### src/rtl/motorb_relu_act_reader.sv
// motorb_relu_act_reader
// Reads a stream of ReLU activations (ap_fixed<32,8> with the sign bit
// dropped) through a small circular FIFO and restores them to 32 bits.
// A pop counter marks the last element of each N_ELEM-long layer vector
// (out_last) and pulses vec_done the cycle after that vector completes.
//
// Optional feature, enabled by defining MOTORB_RELU_ZERO_COUNT_EN:
//   adds port zero_cnt, the number of zero activations popped in the last
//   completed vector. Without the macro the port and its counter are absent.
//
// Reset is synchronous and active-high on ap_rst. It flushes the FIFO and
// the element count, so a partially delivered vector is discarded.

module motorb_relu_act_reader #(
    parameter int DEPTH  = 4,   // FIFO entries, power of two, >= 2
    parameter int N_ELEM = 16   // activations per layer vector, >= 2
) (
    input  logic        ap_clk,
    input  logic        ap_rst,
    input  logic [30:0] in_data,
    input  logic        in_valid,
    output logic        in_ready,
    output logic [31:0] out_data,
    output logic        out_valid,
    input  logic        out_ready,
    output logic        out_last,
    output logic        vec_done
`ifdef MOTORB_RELU_ZERO_COUNT_EN
    ,
    output logic [$clog2(N_ELEM+1)-1:0] zero_cnt
`endif
);

    localparam int AW = $clog2(DEPTH);
    localparam int OW = AW + 1;
    localparam int CW = $clog2(N_ELEM);

    localparam logic [OW-1:0] DEPTH_OCC = OW'(DEPTH);
    localparam logic [CW-1:0] LAST_IDX  = CW'(N_ELEM - 1);

    logic [30:0]   mem [DEPTH];
    logic [AW-1:0] wr_ptr;
    logic [AW-1:0] rd_ptr;
    logic [OW-1:0] occ;
    logic [OW-1:0] occ_next;
    logic          in_ready_q;
    logic [CW-1:0] elem_cnt;
    logic          vec_done_q;

    logic          push;
    logic          pop;
    logic          at_last;
    logic [30:0]   head_data;

    // in_ready comes only from a register, so a full FIFO drops any push even
    // when a pop happens in the same cycle; upstream already sees in_ready low.
    assign push      = in_valid & in_ready_q;
    assign pop       = out_valid & out_ready;
    assign head_data = mem[rd_ptr];
    assign at_last   = (elem_cnt == LAST_IDX);

    assign in_ready  = in_ready_q;
    assign out_valid = (occ != '0);
    assign out_last  = at_last & out_valid;
    assign out_data  = out_valid ? {1'b0, head_data} : 32'd0;
    assign vec_done  = vec_done_q;

    // Next occupancy; simultaneous push and pop leaves it unchanged.
    always_comb begin
        occ_next = occ;
        unique case ({push, pop})
            2'b10:   occ_next = occ + OW'(1);
            2'b01:   occ_next = occ - OW'(1);
            default: occ_next = occ;
        endcase
    end

    // Storage array; not reset because the pointers define what is valid.
    always_ff @(posedge ap_clk) begin
        if (push) begin
            mem[wr_ptr] <= in_data;
        end
    end

    // Pointers wrap naturally at DEPTH since DEPTH is a power of two.
    always_ff @(posedge ap_clk) begin
        if (ap_rst) begin
            wr_ptr <= '0;
            rd_ptr <= '0;
            occ    <= '0;
        end else begin
            if (push) begin
                wr_ptr <= wr_ptr + AW'(1);
            end
            if (pop) begin
                rd_ptr <= rd_ptr + AW'(1);
            end
            occ <= occ_next;
        end
    end

    // Registered not-full flag; low during reset, high the cycle after release.
    always_ff @(posedge ap_clk) begin
        if (ap_rst) begin
            in_ready_q <= 1'b0;
        end else begin
            in_ready_q <= (occ_next != DEPTH_OCC);
        end
    end

    // Element position within the vector and the completion pulse.
    always_ff @(posedge ap_clk) begin
        if (ap_rst) begin
            elem_cnt   <= '0;
            vec_done_q <= 1'b0;
        end else begin
            vec_done_q <= pop & at_last;
            if (pop) begin
                if (at_last) begin
                    elem_cnt <= '0;
                end else begin
                    elem_cnt <= elem_cnt + CW'(1);
                end
            end
        end
    end

`ifdef MOTORB_RELU_ZERO_COUNT_EN
    localparam int ZW = $clog2(N_ELEM + 1);

    logic [ZW-1:0] zero_run;
    logic [ZW-1:0] zero_cnt_q;
    logic [ZW-1:0] zero_total;
    logic          head_zero;

    assign head_zero  = (head_data == 31'd0);
    assign zero_total = zero_run + ZW'(head_zero);
    assign zero_cnt   = zero_cnt_q;

    // Running zero count; the total including the last element is published
    // on the last pop and held until the next vector completes.
    always_ff @(posedge ap_clk) begin
        if (ap_rst) begin
            zero_run   <= '0;
            zero_cnt_q <= '0;
        end else if (pop) begin
            if (at_last) begin
                zero_cnt_q <= zero_total;
                zero_run   <= '0;
            end else begin
                zero_run   <= zero_total;
            end
        end
    end
`endif

endmodule

### config.mk
export PLATFORM = sky130hd
export DESIGN_NAME = motorb_relu_act_reader
export DESIGN_NICKNAME = d
export VERILOG_FILES = /design/src/rtl/motorb_relu_act_reader.sv
export SDC_FILE = /design/constraint.sdc
export NUM_CORES = 1
export LEC_CHECK = 0
export BUFFER_PORTS_ARGS = -buffer_cell sky130_fd_sc_hd__buf_2
export CORE_MARGIN = 2
export CORE_UTILIZATION = 50
export CTS_CLUSTER_DIAMETER = 200
export DETAILED_ROUTE_END_ITERATION = 8
export PLACE_DENSITY = 0.67
export SLEW_MARGIN = 20
export SYNTH_ARGS = -nofsm -noshare
export SYNTH_HDL_FRONTEND = slang
export SYNTH_SLANG_ARGS = --single-unit
### constraint.sdc
create_clock -name ap_clk -period 5.8 [get_ports ap_clk]
set_clock_uncertainty 0.15 [all_clocks]
set_input_delay 1.16 -clock ap_clk [delete_from_list [all_inputs] [get_ports ap_clk]]
set_output_delay 1.16 -clock ap_clk [all_outputs]
set_load 0.02 [all_outputs]
* After elaboration in Yosys (flattened, before gate mapping)
Memory sizes are Yosys's and may differ from the RTL's. A register that Yosys moved wholly into a read port is not among the register bits. Index checks and enable logic that the tools add are counted. W data, S select, Z words.
Word-level totals: memories 1, flip-flop bits (word level) 13, output and inout port bits 36, ROM bits 0, latch bits 0, input bits 35, bits in writable memories 124, logic and storage cells 28
Operators by class: $lt $le $gt $ge 0, muxes and demuxes 7, div/mod/pow operators 0, reduce and logical (&&, ||, !) cells 1, bitwise logic cells 4, shifts and indexed selects 0, equality and inequality tests 4, add/sub/neg operators 5, multipliers 0
Memories:
- mem | depth 4, width 31, rd ports 1, clocked after Yosys merged registers in 1, write ports 1, RTL line 41 | logic [30:0] mem [DEPTH];
Operators with widths (count):
- $mux W31 | 1
- $pmux W3 S2 | 1
- $add A2 B1 Y2 const B | 2
- $add A4 B1 Y4 const B | 1
- $and A1 B1 Y1 | 4
- $eq A4 B4 Y1 const B | 1
- $mux W2 | 2
- $mux W4 | 1
- $add A3 B1 Y3 const B | 1
- $ne A3 B3 Y1 const B | 1
- $reduce_bool A3 Y1 | 1
- $sub A3 B1 Y3 const B | 1
- $eq A2 B1 Y1 const B | 1
- $eq A2 B2 Y1 const B | 1
- $mux W1 | 2

* Longest topological paths before layout
depth after elaboration 5, mapped depth 9, depth with buffers taken out 8

* Least setup slack after synthesis
Ideal clock, no wire load.
path type input to register, start point input out_ready, end point register in_ready_q (netlist: in_ready), path slack 3007 ps, stages on the path 8, path buffers 0, arrival time 2581 ps, setup time 62 ps, data required time 5588 ps, path through o31ai_2 > inv_1 > ha_1 > inv_1 > fa_1 > xor2_1 > or4b_1 > nand3_1
On the way: cells in the longest elaborated chain, start to end 4, elaborated cells on any way between the ends 5, classes of those cells 3 x eq/ne; 1 x mux; 1 x bitwise
Ends and longest elaborated chain:
- from (decl) | RTL line 25 | input logic out_ready,
- $and A1 B1 Y1 (*) | RTL line 58 | assign pop = out_valid & out_ready;
- via pop | RTL line 51 | logic pop;
- $eq A2 B1 Y1 or $eq A2 B2 Y1 (tied branches) | RTL line 71 | unique case ({push, pop})
- $pmux W3 S2 (*) | RTL line 71
- $ne A3 B3 Y1 (*) | RTL line 107 | in_ready_q <= (occ_next != DEPTH_OCC);
- to (signal assigned) | RTL line 107
- to (decl) | RTL line 46 | logic in_ready_q;
Mark *: on every way through the listed nets, which the timed path passes. The rest lies on a longest branch. A chain may end at the register's enable or synchronous reset.

==> impl_results.md <==
- Status: finished, final reports clean
- Place WS: 2520 ps
- Die height: 109 microns
- Critical Path AT: 2440 ps
- Primary FF master, synth: edfxtp_1
- Final Power: 3.18 mW
- Hold buffers post-CTS: 0
- Initial drt markers: 119
- Worst-skew pair later-pin latency: 510 ps
- Overflow after GRT: 0
- Mux contribution to synthesized area: 12.8%
- Post-Synth XOR/XNOR Area: 0.961%
- Num CTS Buffers: 17
- Largest family of logic cells by synthesized area: multiplexers
- Seq cells post-synth: 139
- Worst reg-to-reg path cell count: 8
- Max Freq: 267 MHz
- CP Launch Type: flip-flop
- Core area: 10700 sq um
- Synth warn: 0
- Syn Nets: 322
- CTS H-Tree Depth: 4
- Setup bufs post-CTS: 0
- Commonest non-fill, non-tap cell in the layout: edfxtp_1
- # nets final: 398
- Post-synth EDFFs: 124
- Placer Congestion: 0.700
- IO buf count: 69
- Worst vdd rail ir drop: 239 uV
- Final hold vios: 0
- Register area share after synthesis: 73.6%
- Finish-stage setup viols: 0
- WP data required: 4490 ps
- Starting Density: 50.9%
- Die X: 109 microns
- Final worst path period need: 3750 ps
- CTS root buffer: clkbuf_8
- Ant diodes: 0
- Hold Startpoint: elem_cnt[1]$_SDFFE_PP0P_
- Cells after DPL: 477
- Ys async rst share: 0%
- Share of cells above drive strength 1: 37.5%
- Relative slew slack: 43.6%
- CTS tree: done
- Post-synth cell types: 39
- GRT Total Usage: 16.9%
- Clk sinks: 139
- CTS resizes: 0
- Worst r2r dst: in_ready$_SDFF_PP0_
- First-pass GRT wire length: 14.3 mm
- HPWL after DPL: 5.21 mm
- Worst slew pin tran: 845 ps
- I/O pin count: 71
- WHS Endpoint: elem_cnt[1]$_SDFFE_PP0P_
- Cell area power density: 489 nW/um^2
- Pin count of the biggest net entering global routing: 34
- Crit path kind: reg -> out
- Via density: 5.38
- Max Root-Sink Buffers: 2
- Setup ws final: 2050 ps
- Initial antenna violation count: 0
- Most frequent cells in the layout: 124 x edfxtp_1, 69 x buf_2, 31 x and2_1
- Post-placement cell area: 5920 sq um
- Area Growth Syn to Fin: 18.7%
- Vias in the first global route: 2794
- Cell Area, Synth: 5470 sq um
- Compound-gate portion of the synthesized area: 2.20%
- Lkg Pwr: 2.28 nW
- Synth Area in Simple Gates: 6.72%
- Rows: 38
- Crit end category: output pin
- DR DRC count: 0
- Drt first pass iters: 4
- Clk slew on worst S/H paths: 60 ps
- Worst hold stages: 2
- Period utilisation layout: 64.7%
- Reg2reg setup slack: 3390 ps
- Fin cells: 508
- Fill cells: 822
- Avg Inst Size Synth: 19.5 sq um
- Adder-Cell Fraction of Synth Area: 1.74%
- Final Cell Area: 6490 sq um
- Die footprint: 11800 sq um
- Vias: 2735
- Syn Inst Count: 280
- Setup TNS: 0 ps
- RSZ-0062 raised after global routing: no
- Max-cap violations: 0
- Max Slew Vio Count: 0
- Drt wl/cell: 18.0 microns
- HP Class: reg -> reg
- Routed Antenna Nets: 0
- Max FO, Critical Path: 20
- Final wirelength: 9.15 mm
- R2R Path Start: occ[2]$_SDFF_PP0_
## critical path, cell delays in order, from the launching register on
cell,delay [ps]
dfxtp_2,590
buf_4,450
mux4_2,540
and2_1,190
buf_2,160
## final cells by class
type                    count  area, sq um  area share, %
clock buffers              18          418           6.44
flip-flops and latches    139         4030           62.0
clock inverters            13          153           2.35
inverters                   6         22.5          0.347
multi-input cells         122         1350           20.7
well taps                 140          175           2.70
repair buffers             70          353           5.43
## worst max-delay path by stage
| stage | endpoint | depth (start not counted) |
|---|---|---|
| 2_1_floorplan | in_ready$_SDFF_PP0_ | 8 |
| 3_3_place_gp | out_data[10] | 4 |
| 3_5_place_dp | out_data[10] | 4 |
| 4_1_cts | out_data[10] | 4 |
| 5_1_grt | out_data[10] | 4 |
| 6_report | out_data[10] | 4 |
## power breakdown
| group | internal (mW) | switching [mW] | total, mW | leakage (nW) |
|---|---|---|---|---|
| clock network | 0.648 | 0.383 | 1.03 | 0.283 |
| registers | 1.22 | 0.0846 | 1.30 | 1.25 |
| logic | 0.370 | 0.475 | 0.845 | 0.743 |
| total | 2.23 | 0.943 | 3.18 | 2.28 |
## state kept, by name (all words and copies together), names as in the netlist, named ones only
name / cells
mem: 124
rd_ptr: 2
in_ready: 1
vec_done: 1
occ: 3
wr_ptr: 2
elem_cnt: 4
## cells by family after synthesis
group	Yosys count
XOR/XNOR	6
flip-flops	139
AND/OR/NAND/NOR	62
other	1
multiplexers	31
adder cells (fa/ha/maj)	7
buffers and inverters	19
AO/OA/AOI/OAI	15
## metrics by stage
stage / hold slack, ps / util [%]
global placement: 314 / 55.1
finish: 327 / 60.4
floorplan: 303 / -
global route: 358 / 60.4
detailed placement: 322 / 55.1
CTS: 331 / 60.4
## cell usage after synthesis, drive strengths merged (3+ instances only)
cell | number | area (sq um)
o21ai | 3 | 15.0
and3 | 4 | 25.0
dfxtp | 15 | 300
edfxtp | 124 | 3720
ha | 6 | 75.1
clkbuf | 3 | 11.3
and2 | 31 | 194
inv | 6 | 22.5
o31ai | 3 | 41.3
nor2 | 8 | 30.0
buf | 10 | 71.3
mux4 | 31 | 702
nand2 | 5 | 18.8
nand3 | 3 | 15.0
xor2 | 5 | 43.8
a21oi | 4 | 20.0
## layer usage
| layer | up-vias | part of all wire [%] | global-route usage (%) |
|---|---|---|---|
| li1 | 1260 | - | - |
| met1 | 1400 | 44 | 20.6 |
| met2 | 64 | 51 | 28.8 |
| met3 | 11 | 3.6 | 4.64 |
| met4 | 0 | 1.5 | 6.59 |
| met5 | - | 0 | 0 |
No activity file was read; power rests on OpenSTA's default activity.
